===== src/rtl/chip8_keypad_pkg.sv =====
// rtl/chip8_keypad_pkg.sv - shared types, helpers and constants for the keypad scanner
package chip8_keypad_pkg;

    typedef enum logic {
        SETTLE = 1'b0,
        SAMPLE = 1'b1
    } scan_state_e;

    localparam int KEY_W = 8;

    typedef struct packed {
        logic [KEY_W-1:0] key;
        logic             pressed;
    } key_evt_t;

    // Physical key index: rows are major, columns minor.
    function automatic int key_idx(input int row, input int col, input int cols);
        return row * cols + col;
    endfunction

    // Physical 4x4 position -> CHIP-8 hex key (123C/456D/789E/A0BF layout); used downstream only.
    localparam logic [3:0] HEX_REMAP [16] = '{
        4'h1, 4'h2, 4'h3, 4'hC,
        4'h4, 4'h5, 4'h6, 4'hD,
        4'h7, 4'h8, 4'h9, 4'hE,
        4'hA, 4'h0, 4'hB, 4'hF
    };

endpackage


===== src/rtl/chip8_key_debounce.sv =====
// rtl/chip8_key_debounce.sv - one key's debounced bit; counter present only with CHIP8_KEYPAD_DEBOUNCE_EN
module chip8_key_debounce #(
    parameter int DEBOUNCE_SCANS = 4
) (
    input  logic clk_in,
    input  logic rst_n_in,
    input  logic sample_en_in,
    input  logic raw_in,
    output logic db_next_out
);

    logic db_q, db_d;

`ifdef CHIP8_KEYPAD_DEBOUNCE_EN
    localparam int CNTW = $clog2(DEBOUNCE_SCANS + 1);
    localparam logic [CNTW-1:0] CNT_FLIP = CNTW'(DEBOUNCE_SCANS - 1);

    logic [CNTW-1:0] cnt_q, cnt_d;

    // Count consecutive disagreeing samples; the DEBOUNCE_SCANS-th one flips the bit.
    always_comb begin
        cnt_d = cnt_q;
        db_d  = db_q;
        if (sample_en_in) begin
            if (raw_in == db_q) begin
                cnt_d = '0;
            end else if (cnt_q >= CNT_FLIP) begin
                db_d  = ~db_q;
                cnt_d = '0;
            end else begin
                cnt_d = cnt_q + 1'b1;
            end
        end
    end

    // Disagreement counter register.
    always_ff @(posedge clk_in or negedge rst_n_in) begin
        if (!rst_n_in) begin
            cnt_q <= '0;
        end else begin
            cnt_q <= cnt_d;
        end
    end
`else
    logic unused_debounce_scans;
    assign unused_debounce_scans = (DEBOUNCE_SCANS > 0);

    // Without debouncing the stored bit simply follows each raw sample.
    always_comb begin
        db_d = sample_en_in ? raw_in : db_q;
    end
`endif

    // Debounced bit register.
    always_ff @(posedge clk_in or negedge rst_n_in) begin
        if (!rst_n_in) begin
            db_q <= 1'b0;
        end else begin
            db_q <= db_d;
        end
    end

    // Includes this cycle's update so the snapshot can capture it in the same edge.
    assign db_next_out = db_d;

endmodule


===== src/rtl/chip8_keypad_scanner.sv =====
// rtl/chip8_keypad_scanner.sv - matrix keypad scanner with per-scan snapshot and event stream (debounce: CHIP8_KEYPAD_DEBOUNCE_EN)
module chip8_keypad_scanner
    import chip8_keypad_pkg::*;
#(
    parameter  int ROWS           = 4,
    parameter  int COLS           = 4,
    parameter  int SETTLE_CYCLES  = 3,
    parameter  int DEBOUNCE_SCANS = 4,
    localparam int N              = ROWS * COLS,
    localparam int IW             = (N > 1) ? $clog2(N) : 1
) (
    input  logic            clk_in,
    input  logic            rst_n_in,
    input  logic [ROWS-1:0] row_vals,
    output logic [COLS-1:0] col_vals,
    output logic [N-1:0]    key_state_out,
    output logic            scan_done_out,
    output logic            evt_valid_out,
    input  logic            evt_ready_in,
    output logic [IW-1:0]   evt_key_out,
    output logic            evt_pressed_out
);

    localparam int CW = (COLS > 1) ? $clog2(COLS) : 1;
    localparam int SW = $clog2(SETTLE_CYCLES);
    localparam logic [SW-1:0] SETTLE_LAST = SW'(SETTLE_CYCLES - 1);
    localparam logic [CW-1:0] COL_LAST    = CW'(COLS - 1);

    logic            started_q, started_d;
    scan_state_e     state_q, state_d;
    logic [SW-1:0]   cnt_q, cnt_d;
    logic [CW-1:0]   col_q, col_d;
    // Sync flops hold inverted pins: 1 = switch closed, reset value reads as idle.
    logic [ROWS-1:0] sync1_q, sync1_d, sync2_q, sync2_d;
    logic [N-1:0]    key_state_q, key_state_d;
    logic            scan_done_q, scan_done_d;
    logic [N-1:0]    reported_q, reported_d;
    logic            evt_valid_q, evt_valid_d;
    logic [IW-1:0]   evt_key_q, evt_key_d;
    logic            evt_pressed_q, evt_pressed_d;
    logic [COLS-1:0] sample_col;
    logic [N-1:0]    db_next;

    // Drive only after the first post-reset edge; all columns idle high before that.
    assign col_vals   = started_q ? ~(COLS'(1) << col_q) : '1;
    assign sample_col = (state_q == SAMPLE) ? (COLS'(1) << col_q) : '0;

    for (genvar r = 0; r < ROWS; r++) begin : g_row
        for (genvar c = 0; c < COLS; c++) begin : g_col
            localparam int K = key_idx(r, c, COLS);
            chip8_key_debounce #(
                .DEBOUNCE_SCANS(DEBOUNCE_SCANS)
            ) u_key (
                .clk_in       (clk_in),
                .rst_n_in     (rst_n_in),
                .sample_en_in (sample_col[c]),
                .raw_in       (sync2_q[r]),
                .db_next_out  (db_next[K])
            );
        end
    end

    // Scan sequencing: settle counter, column advance, row sync and snapshot commit.
    always_comb begin
        started_d   = 1'b1;
        state_d     = state_q;
        cnt_d       = cnt_q;
        col_d       = col_q;
        sync1_d     = ~row_vals;
        sync2_d     = sync1_q;
        key_state_d = key_state_q;
        scan_done_d = 1'b0;
        if (started_q) begin
            unique case (state_q)
                SETTLE: begin
                    if (cnt_q == SETTLE_LAST) begin
                        state_d = SAMPLE;
                        cnt_d   = '0;
                    end else begin
                        cnt_d = cnt_q + 1'b1;
                    end
                end
                SAMPLE: begin
                    state_d = SETTLE;
                    if (col_q == COL_LAST) begin
                        col_d       = '0;
                        key_state_d = db_next;
                        scan_done_d = 1'b1;
                    end else begin
                        col_d = col_q + 1'b1;
                    end
                end
                default: ;
            endcase
        end
    end

    // Event stream: deliver the lowest differing key; a loaded event holds until accepted.
    always_comb begin
        reported_d    = reported_q;
        evt_valid_d   = evt_valid_q;
        evt_key_d     = evt_key_q;
        evt_pressed_d = evt_pressed_q;
        if (evt_valid_q) begin
            if (evt_ready_in) begin
                reported_d[evt_key_q] = evt_pressed_q;
                evt_valid_d           = 1'b0;
            end
        end else begin
            for (int i = N - 1; i >= 0; i--) begin
                if (key_state_q[i] != reported_q[i]) begin
                    evt_key_d     = IW'(i);
                    evt_pressed_d = key_state_q[i];
                    evt_valid_d   = 1'b1;
                end
            end
        end
    end

    // State registers with asynchronous reset.
    always_ff @(posedge clk_in or negedge rst_n_in) begin
        if (!rst_n_in) begin
            started_q     <= 1'b0;
            state_q       <= SETTLE;
            cnt_q         <= '0;
            col_q         <= '0;
            sync1_q       <= '0;
            sync2_q       <= '0;
            key_state_q   <= '0;
            scan_done_q   <= 1'b0;
            reported_q    <= '0;
            evt_valid_q   <= 1'b0;
            evt_key_q     <= '0;
            evt_pressed_q <= 1'b0;
        end else begin
            started_q     <= started_d;
            state_q       <= state_d;
            cnt_q         <= cnt_d;
            col_q         <= col_d;
            sync1_q       <= sync1_d;
            sync2_q       <= sync2_d;
            key_state_q   <= key_state_d;
            scan_done_q   <= scan_done_d;
            reported_q    <= reported_d;
            evt_valid_q   <= evt_valid_d;
            evt_key_q     <= evt_key_d;
            evt_pressed_q <= evt_pressed_d;
        end
    end

    assign key_state_out   = key_state_q;
    assign scan_done_out   = scan_done_q;
    assign evt_valid_out   = evt_valid_q;
    assign evt_key_out     = evt_key_q;
    assign evt_pressed_out = evt_pressed_q;

endmodule


===== config.mk =====
export PLATFORM = sky130hd
export DESIGN_NAME = chip8_keypad_scanner
export DESIGN_NICKNAME = d
export VERILOG_FILES = /design/src/rtl/chip8_keypad_pkg.sv /design/src/rtl/chip8_key_debounce.sv /design/src/rtl/chip8_keypad_scanner.sv
export SDC_FILE = /design/constraint.sdc
export NUM_CORES = 1
export LEC_CHECK = 0
export CAP_MARGIN = 20
export CORE_ASPECT_RATIO = 0.9
export CORE_MARGIN = 2
export CORE_UTILIZATION = 45
export DETAILED_ROUTE_END_ITERATION = 10
export PLACE_DENSITY = 0.66
export RECOVER_POWER = 100
export SYNTH_ARGS = -nofsm -noshare
export SYNTH_HDL_FRONTEND = slang
export SYNTH_HIERARCHICAL = 1
export SYNTH_SLANG_ARGS = --single-unit

===== constraint.sdc =====
create_clock -name clk_in -period 2.31 [get_ports clk_in]
set_clock_uncertainty 0.2 [all_clocks]
set_input_delay 0.231 -clock clk_in [delete_from_list [all_inputs] [get_ports clk_in]]
set_output_delay 0.231 -clock clk_in [all_outputs]
set_load 0.02 [all_outputs]

**Word level (Yosys, flattened, before mapping)**

Index checks and enable logic that the tools add are counted.

- Register bits after elaboration: 69
- Word-level logic and storage cells: 140

- Shift operators: 1
- Equal/unequal tests: 18
- Reductions and logical operators: 7
- Magnitude comparators: 2
- Muxes and demuxes: 78
- Bitwise operators: 4
- $add $sub $neg: 2

Operators with widths:

| operator | number |
|---|---|
| 2-to-1 mux 4 bit | 18 |
| 2-to-1 mux 1 bit | 55 |
| bitwise mux 16 bit | 1 |
| inequality test 1 bit | 16 |
| nonzero test 16 bit | 1 |
| NOT 4 bit | 2 |
| AND reduction 2 bit | 4 |
| less-than comparator 4 x 5 -> 1 bit, second input constant | 1 |
| adder 2 x 1 -> 2 bit, second input constant | 2 |
| demux 1 bit (select 4 bit) | 1 |
| equality test 2 bit, second input constant | 2 |
| greater-or-equal comparator 4 x 1 -> 1 bit, second input constant | 1 |
| 2-to-1 mux 2 bit | 2 |
| left shift 1 x 2 -> 4 bit, first input constant | 1 |
| AND reduction 3 bit | 1 |
| NOT 1 bit | 2 |
| case mux 1 bit (2 select lines) | 1 |
| logical AND 1 bit | 1 |

**Logic depth before layout (Yosys ltp)**

- Word-level depth: 18
- Gate-level depth with buffers: 6
- Depth with buffers taken out: 6

**Hierarchy**

Netlist, hierarchy kept.

Modules (own cells, without submodules):

| module | instances | cells each | area each (sq um) | seq. area each (sq um) |
|---|---|---|---|---|
| chip8_keypad_scanner | 1 | 247 | 2,677.6 | 1,326.3 |
| chip8_key_debounce | 16 | 2 | 40.0 | 25.0 |

**Worst setup path before layout**

Ideal clock, no wire load.

- Kind: register to register
- Start: register key_state_q[11], in the netlist key_state_out[11]
- End: register evt_pressed_q, in the netlist evt_pressed_out
- Path buffers: 0
- Cell stages (with the launch flop): 7
- Period minus slack after synthesis: 1,856 ps
- Arrival: 1,564 ps
- Setup time: 92 ps
- Setup slack: 454 ps
- Cells stage by stage: dfrtp_1 -> nand2b_1 -> maj3_2 -> maj3_2 -> o211ai_2 -> a31oi_1 -> o31ai_2

- Longest elaborated chain between the ends: 13

RTL lines:

| what | RTL line | text |
|---|---|---|
| start, declared | chip8_keypad_scanner.sv:35 | `logic [N-1:0] key_state_q, key_state_d;` |
| start signal, assigned | chip8_keypad_scanner.sv:142 | `key_state_q <= key_state_d;` |
| inequality test 1 bit | chip8_keypad_scanner.sv:111 | `if (key_state_q[i] != reported_q[i]) begin` |
| 2-to-1 mux 1 bit (12 in series) | chip8_keypad_scanner.sv:111 |  |
| end signal, assigned | chip8_keypad_scanner.sv:147 | `evt_pressed_q <= evt_pressed_d;` |
| end, declared | chip8_keypad_scanner.sv:40 | `logic evt_pressed_q, evt_pressed_d;` |

Parallel ways exist; a longest one is shown, timed or not.
A chain may end at the register's enable or synchronous reset.

**Worst setup path after layout**

- Start: register col_q[0]
- End: output port col_vals[2]

- Longest elaborated chain between the ends: 3

RTL lines:

| what | RTL line | text |
|---|---|---|
| start, declared | chip8_keypad_scanner.sv:32 | `logic [CW-1:0] col_q, col_d;` |
| start signal, assigned | chip8_keypad_scanner.sv:139 | `col_q <= col_d;` |
| left shift 1 x 2 -> 4 bit | chip8_keypad_scanner.sv:45 | `assign col_vals = started_q ? ~(COLS'(1) << col_q) : '1;` |
| NOT 4 bit | chip8_keypad_scanner.sv:45 |  |
| 2-to-1 mux 4 bit | chip8_keypad_scanner.sv:45 |  |
| end, declared | chip8_keypad_scanner.sv:15 | `output logic [COLS-1:0] col_vals,` |

Every way passes these cells.

==> run_results.csv <==
group,metric,value,unit
outcome,status,"complete, no violations",
yosys,syn_avg_cell_area,11.9,µm²
final_layout,area_growth,18.8,%
setup_path,crit_path_end_kind,"primary output",
routing,drt_iter0_drc,68,
die,die_area,8080,µm²
yosys,netlist_instances,279,
sta,min_period,2.17,ns
yosys,synth-seq-cells,69,
placement,io_buffers,33,
clock_tree,clkLatencyLatePin,0.35,ns
setup_path,cp_slowest_stage_delay,0.60,ns
final_layout,fillers,649,
die,num_io_pins,34,
clock_tree,cts.htree.levels,3,
power,ir_drop,0.675,mV
power,p_leak,1.89,nW
global_routing,grt_antenna_before_repair,0,
sta,timing.fmax,0.461,GHz
sta,hold_viol,0,
die,start_util,46.7,%
die,row_count,29,
sta,slew_headroom,39.8,%
global_routing,grt-ovfl-total,0,
global_routing,grt_pass1_vias,2189,
final_layout,drive_above_1_share,19.1,%
global_routing,grt_pass1_wl,11000,µm
sta,setup_viol,0,
clock_tree,cts_tree,"done",
global_routing,grt_max_degree,38,
clock_tree,cts.sinks,69,
yosys,synth_edf_count,0,
die,core,7110,µm²
routing,dr.pass1.iters,4,
sta,rsz0062_at_grt,"false",
routing,ant_nets,0,
routing,post_drt_wl_per_cell,15.4,µm
final_layout,final_util,55.4,%
die,die_y,85.5,µm
clock_tree,cts_inserted_buffers,9,
yosys,synth.distinct_cells,49,
yosys,synthArstFlopShare,100,%
global_routing,grt_usage,18.1,%
clock_tree,clk_path_buf_depth,2,
yosys,ys.flop_type,"dfrtp_1",
setup_path,cp-start-kind,"flop",
sta,drv_slew,0,
routing,viasPerCell,5.13,
yosys,ys_warn_count,6,
clock_tree,cts_setup_buffers,0,
placement,dp_hpwl,4770,µm
final_layout,n_antenna_cell,0,
clock_tree,root_buffer,"clkbuf_8",
setup_path,required,1.88,ns
final_layout,nNetsFinal,336,
final_layout,multiInputGateArea,1410,µm²
run,drv_cap,0,
setup_path,path_cells,"inv_1 > ha_1 > nand2_1 > clkdlybuf4s50_1",
routing,vias,2169,
sta,worstMarginPinSlew,0.904,ns
yosys,synth_area,3320,µm²
yosys,synth_fp_nets,290,
sta,tns,0,ns
setup_path,cp.arrival,1.74,ns
setup_path,worstPathMaxFanout,5,
routing,wl,6500,µm
final_layout,regArea,1730,µm²
routing,drcViolationCount,0,
hold_path,hold_class,"reg -> reg",
placement,place_congestion,0.866,
sta,finalCritPeriodShare,93.9,%
power,power_density,1420,nW/µm²
die,die_w,94.5,µm
clock_tree,clk_pin_slew,0.08,ns
setup_path,cp_slowest_cell,"clkdlybuf4s50_1",
setup_path,crit_type,"reg -> out",
yosys,seq_area_frac_synth,52.0,%
-- routing by layer --
layer,GRT usage (%),vias to the layer above,share of wire [%]
met4,7.11,0,2.0
met5,0,-,0
met2,27.0,48,47
met1,25.1,1050,47
li1,-,1058,-
met3,5.15,13,3.8
-- synthesized netlist by cell type, types with 4 or more instances --
cell type  number  area [µm²]
clkbuf_1        4        15.0
nand3_1         5        25.0
nand2b_1        5        31.3
nor3_1          7        35.0
nand2_1        22        82.6
mux2_4         16         240
and2_1          4        25.0
inv_1          23        86.3
o21ai_0        10        50.1
xor2_1         13         114
nor2_1         17        63.8
mux2_2         29         327
dfrtp_1        69        1730
xnor2_1         5        43.8
ha_1            4        50.1
-- worst max-delay path, delay by kind of cell (launching register included) --
family,cells,cell delay [ns]
fa+ha+maj,1,0.22
simple gates,1,0.07
flops,1,0.42
buf+inv,2,0.68
-- kinds of logic after synthesis --
group	after synthesis	synth area share (%)
and+or+nand+nor	76	12.2
DFF	69	52.0
muxes	45	17.1
AOI/OAI and AO/OA	32	7.39
buffers and inverters	29	3.32
xor gates and xnor gates	18	4.75
adders and majority gates	9	3.13
other	1	0.113
-- state kept, by name, indices dropped and copies added (netlist names) --
name / cells
evt_pressed_out: 1
g_row.g_col.u_key/db_q: 16
started_q: 1
reported_q: 16
cnt_q: 2
scan_done_out: 1
col_q: 2
key_state_out: 16
evt_valid_out: 1
sync2_q: 4
sync1_q: 4
evt_key_out: 4
state_q: 1
-- repair_timing --
| item | 4_1_cts | 5_1_grt |
|---|---|---|
| endpoints found under the hold margin | 69 | 0 |
| resized for setup | 0 | 0 |
| hold buffers | 1 | 0 |
-- final timing paths --
path | cells after the start | startpoint | end | slack, ns
setup / recovery | 4 | col_q[0]$_DFFE_PN0P_ | col_vals[2] | 0.14
hold / removal | 0 | sync1_q[2]$_DFF_PN0_ | sync2_q[2]$_DFF_PN0_ | 0.15
setup reg to reg | 5 | col_q[0]$_DFFE_PN0P_ | key_state_out[14]$_DFFE_PN0P_ | 0.27
hold reg to reg | 0 | sync1_q[2]$_DFF_PN0_ | sync2_q[2]$_DFF_PN0_ | 0.15
max in group asynchronous | 3 | rst_n_in | key_state_out[6]$_DFFE_PN0P_ | 0.38
min in group asynchronous | 2 | rst_n_in | reported_q[13]$_DFFE_PN0P_ | 0.22
-- power by group --
part	switching [mW]	internal (mW)
Sequential	0.389	1.61
Combinational	1.32	1.15
Clock	0.494	0.622
Total	2.21	3.39
-- through the flow --
step / cells / instance area [µm²] / worst slack, ns / hold WS, ns / power (mW)
after global placement: 406 / 3800 / 0.343 / -0.0585 / 4.70
final: 423 / 3940 / 0.142 / 0.152 / 5.59
after CTS: 423 / 4040 / 0.118 / 0.104 / 5.89
after global routing: 423 / 3940 / 0.0349 / 0.166 / 6.00
after floorplan: 279 / 3320 / 0.454 / -0.265 / 3.90
after detailed placement: 406 / 3800 / 0.323 / -0.0584 / 4.74
-- cell type report --
class                           count  area share [%]
Sequential cell                    69            43.8
Inverter                           24            2.29
Tap cell                           93            2.95
Clock buffer                        9            3.14
Timing Repair Buffer               40            9.49
Multi-Input combinational cell    181            35.7
Clock inverter                      7            2.63
-- layout by cell type (no fill, tap or decap), types with 2 or more instances in the layout --
cell             count
nand4b_1             2
buf_4                4
mux2_2              29
dfrtp_1             69
a31oi_1              2
xor2_1              13
o211ai_2             2
maj3_1               3
a21o_1               2
nor2_1              17
and2_0               4
nand2b_1             5
dlygate4sd3_1       29
nand3_1              5
clkdlybuf4s50_1      4
nor3_1               7
clkbuf_8             9
nand4_1              3
inv_6                3
xnor2_1              5
maj3_2               2
bufinv_16            2
clkinv_4             2
o21ai_0             11
clkbuf_2             2
inv_1               23
ha_1                 4
nand2_1             22
a21oi_1              2
nor2b_1              3
mux2_1              16
Note: power is estimated with default switching activity, not from simulation.
